`config.mk`:
```
export PLATFORM = sky130hd
export DESIGN_NAME = s2c_req_arb
export DESIGN_NICKNAME = d
export VERILOG_FILES = /design/src/rtl/s2c_pkg.sv /design/src/rtl/s2c_rr_arb.sv /design/src/rtl/s2c_req_arb.sv
export SDC_FILE = /design/constraint.sdc
export NUM_CORES = 1
export LEC_CHECK = 0
export CAP_MARGIN = 20
export CELL_PAD_IN_SITES_DETAIL_PLACEMENT = 1
export CELL_PAD_IN_SITES_GLOBAL_PLACEMENT = 2
export CORE_MARGIN = 5
export CORE_UTILIZATION = 20
export DETAILED_ROUTE_END_ITERATION = 16
export PLACE_DENSITY = 0.93
export SLEW_MARGIN = 10
export SYNTH_ARGS = -nofsm -noshare
export SYNTH_HDL_FRONTEND = slang
export SYNTH_HIERARCHICAL = 1
export SYNTH_SLANG_ARGS = --single-unit
```
`constraint.sdc`:
```
create_clock -name clk -period 9.1 [get_ports clk]
set_clock_uncertainty 0.1 [all_clocks]
set_input_delay 0.91 -clock clk [delete_from_list [all_inputs] [get_ports clk]]
set_output_delay 0.91 -clock clk [all_outputs]
set_load 0.03 [all_outputs]
```
`src/rtl/s2c_pkg.sv`:
```
// Shared types and helpers for the multi-channel SV-to-SystemC request path.
// The state enum carries a synthetic-response state used only when S2C_REQ_TIMEOUT_EN is defined.
package s2c_pkg;

  typedef enum logic [2:0] {
    S2C_IDLE,
    S2C_SEND_ID,
    S2C_SEND_BODY,
    S2C_WAIT_RSP,
    S2C_RECV,
    S2C_DONE,
    S2C_SYN_RSP
  } s2c_state_e;

  localparam int          S2C_MAX_CH      = 16;
  localparam logic [63:0] S2C_RET_TIMEOUT = '1;

  // One-hot grant for the first set request at or after ptr, wrapping within n channels.
  function automatic logic [S2C_MAX_CH-1:0] rr_pick(input logic [S2C_MAX_CH-1:0] req,
                                                    input logic [3:0]            ptr,
                                                    input int                    n);
    logic [S2C_MAX_CH-1:0] g;
    logic [3:0]            j;
    logic                  found;
    g     = '0;
    found = 1'b0;
    for (int i = 0; i < S2C_MAX_CH; i++) begin
      if (i < n && !found) begin
        j = 4'((int'(ptr) + i) % n);
        if (req[j]) begin
          g[j]  = 1'b1;
          found = 1'b1;
        end
      end
    end
    return g;
  endfunction

endpackage

```
`src/rtl/s2c_rr_arb.sv`:
```
// Round-robin arbiter: combinational pick from rr_ptr, pointer advances past the winner on adv.
// Kept standalone so other bridge muxes can share it.
module s2c_rr_arb
  import s2c_pkg::*;
#(
  parameter  int N  = 4,
  localparam int PW = (N > 1) ? $clog2(N) : 1
) (
  input  logic          clk,
  input  logic          rst_n,
  input  logic [N-1:0]  req,
  input  logic          adv,
  output logic [N-1:0]  gnt,
  output logic [PW-1:0] gnt_idx,
  output logic          any
);

  logic [PW-1:0]         rr_ptr;
  logic [S2C_MAX_CH-1:0] pick;

  always_comb pick = rr_pick(S2C_MAX_CH'(req), 4'(rr_ptr), N);

  assign gnt = pick[N-1:0];
  assign any = |pick;

  always_comb begin
    gnt_idx = '0;
    for (int i = 0; i < N; i++)
      if (pick[i]) gnt_idx = PW'(i);
  end

  always_ff @(posedge clk or negedge rst_n) begin
    if (!rst_n)
      rr_ptr <= '0;
    else if (adv && any)
      rr_ptr <= (gnt_idx == PW'(N - 1)) ? '0 : gnt_idx + PW'(1);
  end

endmodule

```
`src/rtl/s2c_req_arb.sv`:
```
// NCH-channel round-robin request arbiter onto a single word-serial bridge port.
// Optional response watchdog with synthetic timeout response: define S2C_REQ_TIMEOUT_EN.
module s2c_req_arb
  import s2c_pkg::*;
#(
  parameter int NCH         = 4,
  parameter int DATA_SIZE   = 16,
  parameter int WIDTH       = 32,
  parameter int TIMEOUT_CYC = 1024
) (
  input  logic             clk,
  input  logic             rst_n,
  input  logic [NCH-1:0]   ch_req,
  output logic [NCH-1:0]   ch_gnt,
  output logic [NCH-1:0]   ch_done,
  input  logic             tx_valid,
  input  logic [WIDTH-1:0] tx_data,
  output logic             tx_ready,
  output logic             rx_valid,
  output logic [WIDTH-1:0] rx_data,
  input  logic             rx_ready,
  output logic             br_valid,
  output logic [WIDTH-1:0] br_data,
  input  logic             br_ready,
  input  logic             br_rsp_valid,
  input  logic [WIDTH-1:0] br_rsp_data,
  output logic             br_rsp_ready,
  output logic             busy
);

  localparam int            IW   = (NCH > 1) ? $clog2(NCH) : 1;
  localparam int            CW   = $clog2(DATA_SIZE + 2);
  localparam logic [CW-1:0] LAST = CW'(DATA_SIZE);

  if (NCH < 1 || NCH > S2C_MAX_CH || DATA_SIZE < 1 || TIMEOUT_CYC < 1) begin : g_bad_cfg
    $error("s2c_req_arb: parameter out of range");
  end

  s2c_state_e     state, nxt;
  logic [NCH-1:0] gnt_q, pick_gnt;
  logic [IW-1:0]  gnt_idx_q, pick_idx;
  logic           pick_any, gnt_take;
  logic [CW-1:0]  word_cnt;
  logic           id_acc, tx_acc, rsp_acc, syn_acc, to_hit;

  assign gnt_take = (state == S2C_IDLE) && pick_any;
  assign id_acc   = (state == S2C_SEND_ID) && br_ready;
  assign tx_acc   = (state == S2C_SEND_BODY) && tx_valid && br_ready;
  assign rsp_acc  = (state == S2C_WAIT_RSP || state == S2C_RECV) && br_rsp_valid && rx_ready;

  s2c_rr_arb #(.N(NCH)) u_arb (
    .clk     (clk),
    .rst_n   (rst_n),
    .req     (ch_req),
    .adv     (gnt_take),
    .gnt     (pick_gnt),
    .gnt_idx (pick_idx),
    .any     (pick_any)
  );

`ifdef S2C_REQ_TIMEOUT_EN
  localparam int TW = $clog2(TIMEOUT_CYC + 1);

  logic [TW-1:0] to_cnt;
  logic [CW-1:0] drain_cnt;
  logic          drain_acc;

  assign syn_acc   = (state == S2C_SYN_RSP) && rx_ready;
  assign to_hit    = (state == S2C_WAIT_RSP) && !rsp_acc && (to_cnt == TW'(TIMEOUT_CYC - 1));
  assign drain_acc = (state == S2C_IDLE) && (drain_cnt != '0) && br_rsp_valid;

  always_ff @(posedge clk or negedge rst_n) begin
    if (!rst_n)
      to_cnt <= '0;
    else if (state == S2C_WAIT_RSP && !rsp_acc)
      to_cnt <= to_cnt + TW'(1);
    else
      to_cnt <= '0;
  end

  // A bridge that answers after the watchdog fired still owes a full packet; swallow it in IDLE.
  // If a new grant leaves IDLE first, the remainder of the drain resumes on the next IDLE.
  always_ff @(posedge clk or negedge rst_n) begin
    if (!rst_n)
      drain_cnt <= '0;
    else if (syn_acc && word_cnt == LAST)
      drain_cnt <= CW'(DATA_SIZE + 1);
    else if (drain_acc)
      drain_cnt <= drain_cnt - CW'(1);
  end
`else
  assign syn_acc = 1'b0;
  assign to_hit  = 1'b0;
`endif

  always_ff @(posedge clk or negedge rst_n) begin
    if (!rst_n) state <= S2C_IDLE;
    else        state <= nxt;
  end

  always_comb begin
    nxt = state;
    unique case (state)
      S2C_IDLE:      if (pick_any) nxt = S2C_SEND_ID;
      S2C_SEND_ID:   if (br_ready) nxt = S2C_SEND_BODY;
      S2C_SEND_BODY: if (tx_acc && word_cnt == LAST) nxt = S2C_WAIT_RSP;
      S2C_WAIT_RSP: begin
        if (rsp_acc)     nxt = (word_cnt == LAST) ? S2C_DONE : S2C_RECV;
        else if (to_hit) nxt = S2C_SYN_RSP;
      end
      S2C_RECV:      if (rsp_acc && word_cnt == LAST) nxt = S2C_DONE;
      S2C_SYN_RSP:   if (syn_acc && word_cnt == LAST) nxt = S2C_DONE;
      S2C_DONE:      nxt = S2C_IDLE;
      default:       nxt = S2C_IDLE;
    endcase
  end

  // Grant index/one-hot are held until the next grant so DONE can still address the channel.
  always_ff @(posedge clk or negedge rst_n) begin
    if (!rst_n) begin
      gnt_q     <= '0;
      gnt_idx_q <= '0;
    end else if (gnt_take) begin
      gnt_q     <= pick_gnt;
      gnt_idx_q <= pick_idx;
    end
  end

  always_ff @(posedge clk or negedge rst_n) begin
    if (!rst_n)
      word_cnt <= '0;
    else if (id_acc || state == S2C_DONE)
      word_cnt <= '0;
    else if (tx_acc || rsp_acc || syn_acc)
      word_cnt <= (word_cnt == LAST) ? '0 : word_cnt + CW'(1);
  end

  always_comb begin
    ch_gnt       = '0;
    ch_done      = '0;
    tx_ready     = 1'b0;
    rx_valid     = 1'b0;
    rx_data      = '0;
    br_valid     = 1'b0;
    br_data      = '0;
    br_rsp_ready = 1'b0;
    busy         = (state != S2C_IDLE);
    unique case (state)
      S2C_IDLE: begin
`ifdef S2C_REQ_TIMEOUT_EN
        br_rsp_ready = (drain_cnt != '0);
`endif
      end
      S2C_SEND_ID: begin
        ch_gnt   = gnt_q;
        br_valid = 1'b1;
        br_data  = WIDTH'(gnt_idx_q);
      end
      S2C_SEND_BODY: begin
        ch_gnt   = gnt_q;
        br_valid = tx_valid;
        br_data  = tx_data;
        tx_ready = br_ready;
      end
      S2C_WAIT_RSP, S2C_RECV: begin
        ch_gnt       = gnt_q;
        rx_valid     = br_rsp_valid;
        rx_data      = br_rsp_data;
        br_rsp_ready = rx_ready;
      end
      S2C_SYN_RSP: begin
        ch_gnt   = gnt_q;
        rx_valid = 1'b1;
        rx_data  = (word_cnt == '0) ? S2C_RET_TIMEOUT[WIDTH-1:0] : '0;
      end
      S2C_DONE: ch_done = gnt_q;
      default: ;
    endcase
  end

endmodule

```
==> impl_summary.txt <==
----------------------------------------------------
[Run status]
  Run status ... finished, final reports clean

[Global route]
  Largest net degree at the start of global routing ... 39
  First-pass GRT wire length ... between 10000 and 15000 microns
  Gr usage total ... 0.129
  Remaining Overflow, GRT ... 0
  Initial antenna violation count ... 0
  Via count of the first global-routing pass ... ~2500

[Die]
  Initial standard-cell utilization of the core ... 0.206
  Area inside the core boundary ... 10300 sq um
  Die area ... 12800 sq um
  Ports placed on the boundary ... between 150 and 200
  Height of the die ... between 100 and 150 microns
  FP Rows ... 37
  Die width ... between 100 and 150 microns

[Final layout]
  Non-filler cells in the finished layout ... 509
  Fill cells ... approximately 1200
  Fraction of final layout cells with drive strength greater than 1 ... 0.105
  Total number of nets in the final design ... about 460
  Number of antenna cells inserted ... 0
  Synth-to-Final Area Change ... 75.5%
  Multi-input gate area in the final layout ... about 1500 sq um
  Leading cell types in the layout, fill and taps excluded ... clkdlybuf4s50_1 (150), and3_1 (39), a21o_1 (34)
  Most common library cell in the layout ignoring fill and taps ... clkdlybuf4s50_1
  Reg area ... 400 sq um

[Hold path]
  Worst Hold Class ... register to register

[Timing]
  Actual slew at the worst max-slew pin ... 839 ps
  Pins over their slew limit ... 0
  Worst relative slew slack ... 0.441
  Min Tclk post-route ... about 3900 ps
  Setup violation total in the final timing report ... 0
  Unrepaired setup endpoints after global routing ... no
  Highest Clock Rate ... 259 MHz
  Final sum of negative setup slack ... 0 ps
  Final clock period utilization by the worst path ... 0.424
  Number of hold-slack violations in the final timing report ... 0

[Placed design]
  Port buffer count ... 150
  Total instance count after detailed placement ... around 500
  HPWL Detailed ... about 7100 microns
  Final GP Congestion ... 0.824

[Critical path]
  Maximum fanout count along the critical path ... 22
  Startpoint types ... register
  Required time at the worst-slack endpoint ... between 8000 and 9000 ps
  Category of the critical setup timing path ... register to output pin
  Type of destination of the critical path ... output pin
  Worst endpoint data arrival time ... 2850 ps

[Pwr]
  Pint ... ~0.00014 W
  Sw frac ... 0.230
  Clock Power Share ... 0.356
  Switching power ... 0.0000426 W
  Combinational share of power ... 0.261
  Leakage power of the design ... approximately 1.8 nW
  Max VDD drop ... around 0.043 mV
  Portion of total power attributed to sequential cells ... 0.383
  Power Dens Cells ... 49.8 nW/um^2

[Synth]
  Cell count after synthesis ... roughly 240
  Top FF cell, synth ... dfrtp_1
  Fraction of synthesis flops using an asynchronous set or reset pin ... 1.00
  Count of flip-flops with a built-in enable after synthesis ... 0
  Netlist area before placement ... 2130 sq um
  Count of state elements after synthesis ... 16
  Net count of the mapped netlist ... between 300 and 400
  Post-synthesis cell type count ... 55
  Number of warnings printed during yosys synthesis ... 6
  Synthesized area divided by synthesized cell count ... approximately 8.9 sq um
  Register area share after synthesis ... 0.188

[Detailed routing]
  Detailed router's first-iteration violation count ... 130
  Total vias in the final route ... 2292
  Wire length per cell ... between 15 and 20 microns
  Routed via count divided by cell count ... ~4.5
  Router iterations before antenna repair ... 4
  Remaining antenna violation count after routing ... 0
  Overall routed net length ... between 8000 and 9000 microns
  Detailed-route DRC error count ... 0

[Clock tree]
  Setup fix buffers added after clock tree synthesis ... 0
  Clock Pin Slew Worst Setup and Hold Paths ... 70 ps
  Clock latency at the later pin of the worst-skew pair ... 260 ps
  H-tree depth ... 1
  Clock buffer depth ... 2
  Total clock sinks ... 16
  Clock tree root driver cell ... clkbuf_8
  Number of buffers created by CTS ... 3
  Number of buffers inserted by hold repair at cts ... 0
  Number of gates resized after CTS ... 0
  CTS tree ... yes

[Job]
  Number of maximum-capacitance constraint violations ... 0

----------------------------------------------------
-- Yosys cell counts (4+ instances only) --
master / instances / area (sq um)
and3_1: 39 / 244
a21o_1: 34 / 255
dfrtp_1: 16 / 400
clkbuf_1: 10 / 37.5
inv_1: 10 / 37.5
nor2_1: 10 / 37.5
ha_1: 9 / 113
nand2_1: 9 / 33.8
buf_6: 7 / 78.8
and2_1: 6 / 37.5
mux2_2: 6 / 67.6
nand2b_1: 6 / 37.5
mux2i_1: 5 / 50.1
a21oi_1: 4 / 20.0
buf_4: 4 / 30.0
o21ai_0: 4 / 20.0
-- area by class of cell --
cell class                 instances  share of cell area
multi-input combinational        187               0.409
inverter                          13              0.0131
tap                              136              0.0456
clock buffer                       4              0.0148
timing repair buffer             153               0.410
sequential                        16               0.107
-- power by group through the flow --
stage | Combinational [W] | Clock [W] | Sequential (W)
2_1_floorplan | 0.0000118 | 0 | 0.0000725
3_3_place_gp | 0.0000474 | 0 | 0.0000724
3_5_place_dp | 0.0000485 | 0 | 0.0000724
4_1_cts | 0.0000489 | 0.0000689 | 0.0000711
5_1_grt | 0.0000523 | 0.0000714 | 0.0000710
6_report | 0.0000485 | 0.0000661 | 0.0000711
-- flip-flops by register name, summed over array words and instances (netlist names) --
name          flops
state             3
word_cnt          5
u_arb/rr_ptr      2
gnt_idx_q         2
gnt_q             4
-- layer usage --
layer,global-route usage,up-vias,share of wire
met5,0,-,0
met4,0.0120,0,0.0034
met3,0.0299,4,0.041
met2,0.248,53,0.55
met1,0.149,1093,0.40
li1,-,1142,-
-- through the flow --
stage	hold WS (ps)	power, W	cell area, sq um	utilization	setup slack, ps
global route	452	0.000195	3730	0.361	5060
finish	409	0.000186	3730	0.361	5240
floorplan	369	0.0000843	2130	-	5590
detailed placement	402	0.000121	3660	0.355	5100
global placement	389	0.000120	3660	0.355	5160
CTS	407	0.000189	3720	0.360	4900
-- worst paths after layout --
path | start | endpoint | slack [ps] | depth (start not counted)
hold / removal | word_cnt[0] | word_cnt[0] | 410 | 1
setup reg to reg | u_arb/rr_ptr[0] | u_arb/rr_ptr[1] | 5270 | 9
min in group asynchronous | rst_n | word_cnt[0] | 1000 | 1
setup / recovery | state[2] | rx_data[3] | 5240 | 5
hold reg to reg | word_cnt[0] | word_cnt[0] | 410 | 1
max in group asynchronous | rst_n | gnt_q[3] | 7420 | 1
-- worst max-delay path, stage by stage (launching register included) --
cell and delay (ps):
dfrtp_1 690, nand2b_1 340, o21ai_2 490, buf_8 240, a21o_1 130, clkdlybuf4s50_1 700
-- cell families (layout without fill, tap and decap cells) --
logic type,count (synthesis),in the layout,share of synthesized area
and+or+nand+nor,91,91,0.274
AOI/OAI and AO/OA,70,70,0.277
buffers and inverters,35,170,0.0942
muxes,17,17,0.114
DFF,16,16,0.188
adders and majority gates,9,9,0.0530
(Power assumes the default switching activity.)
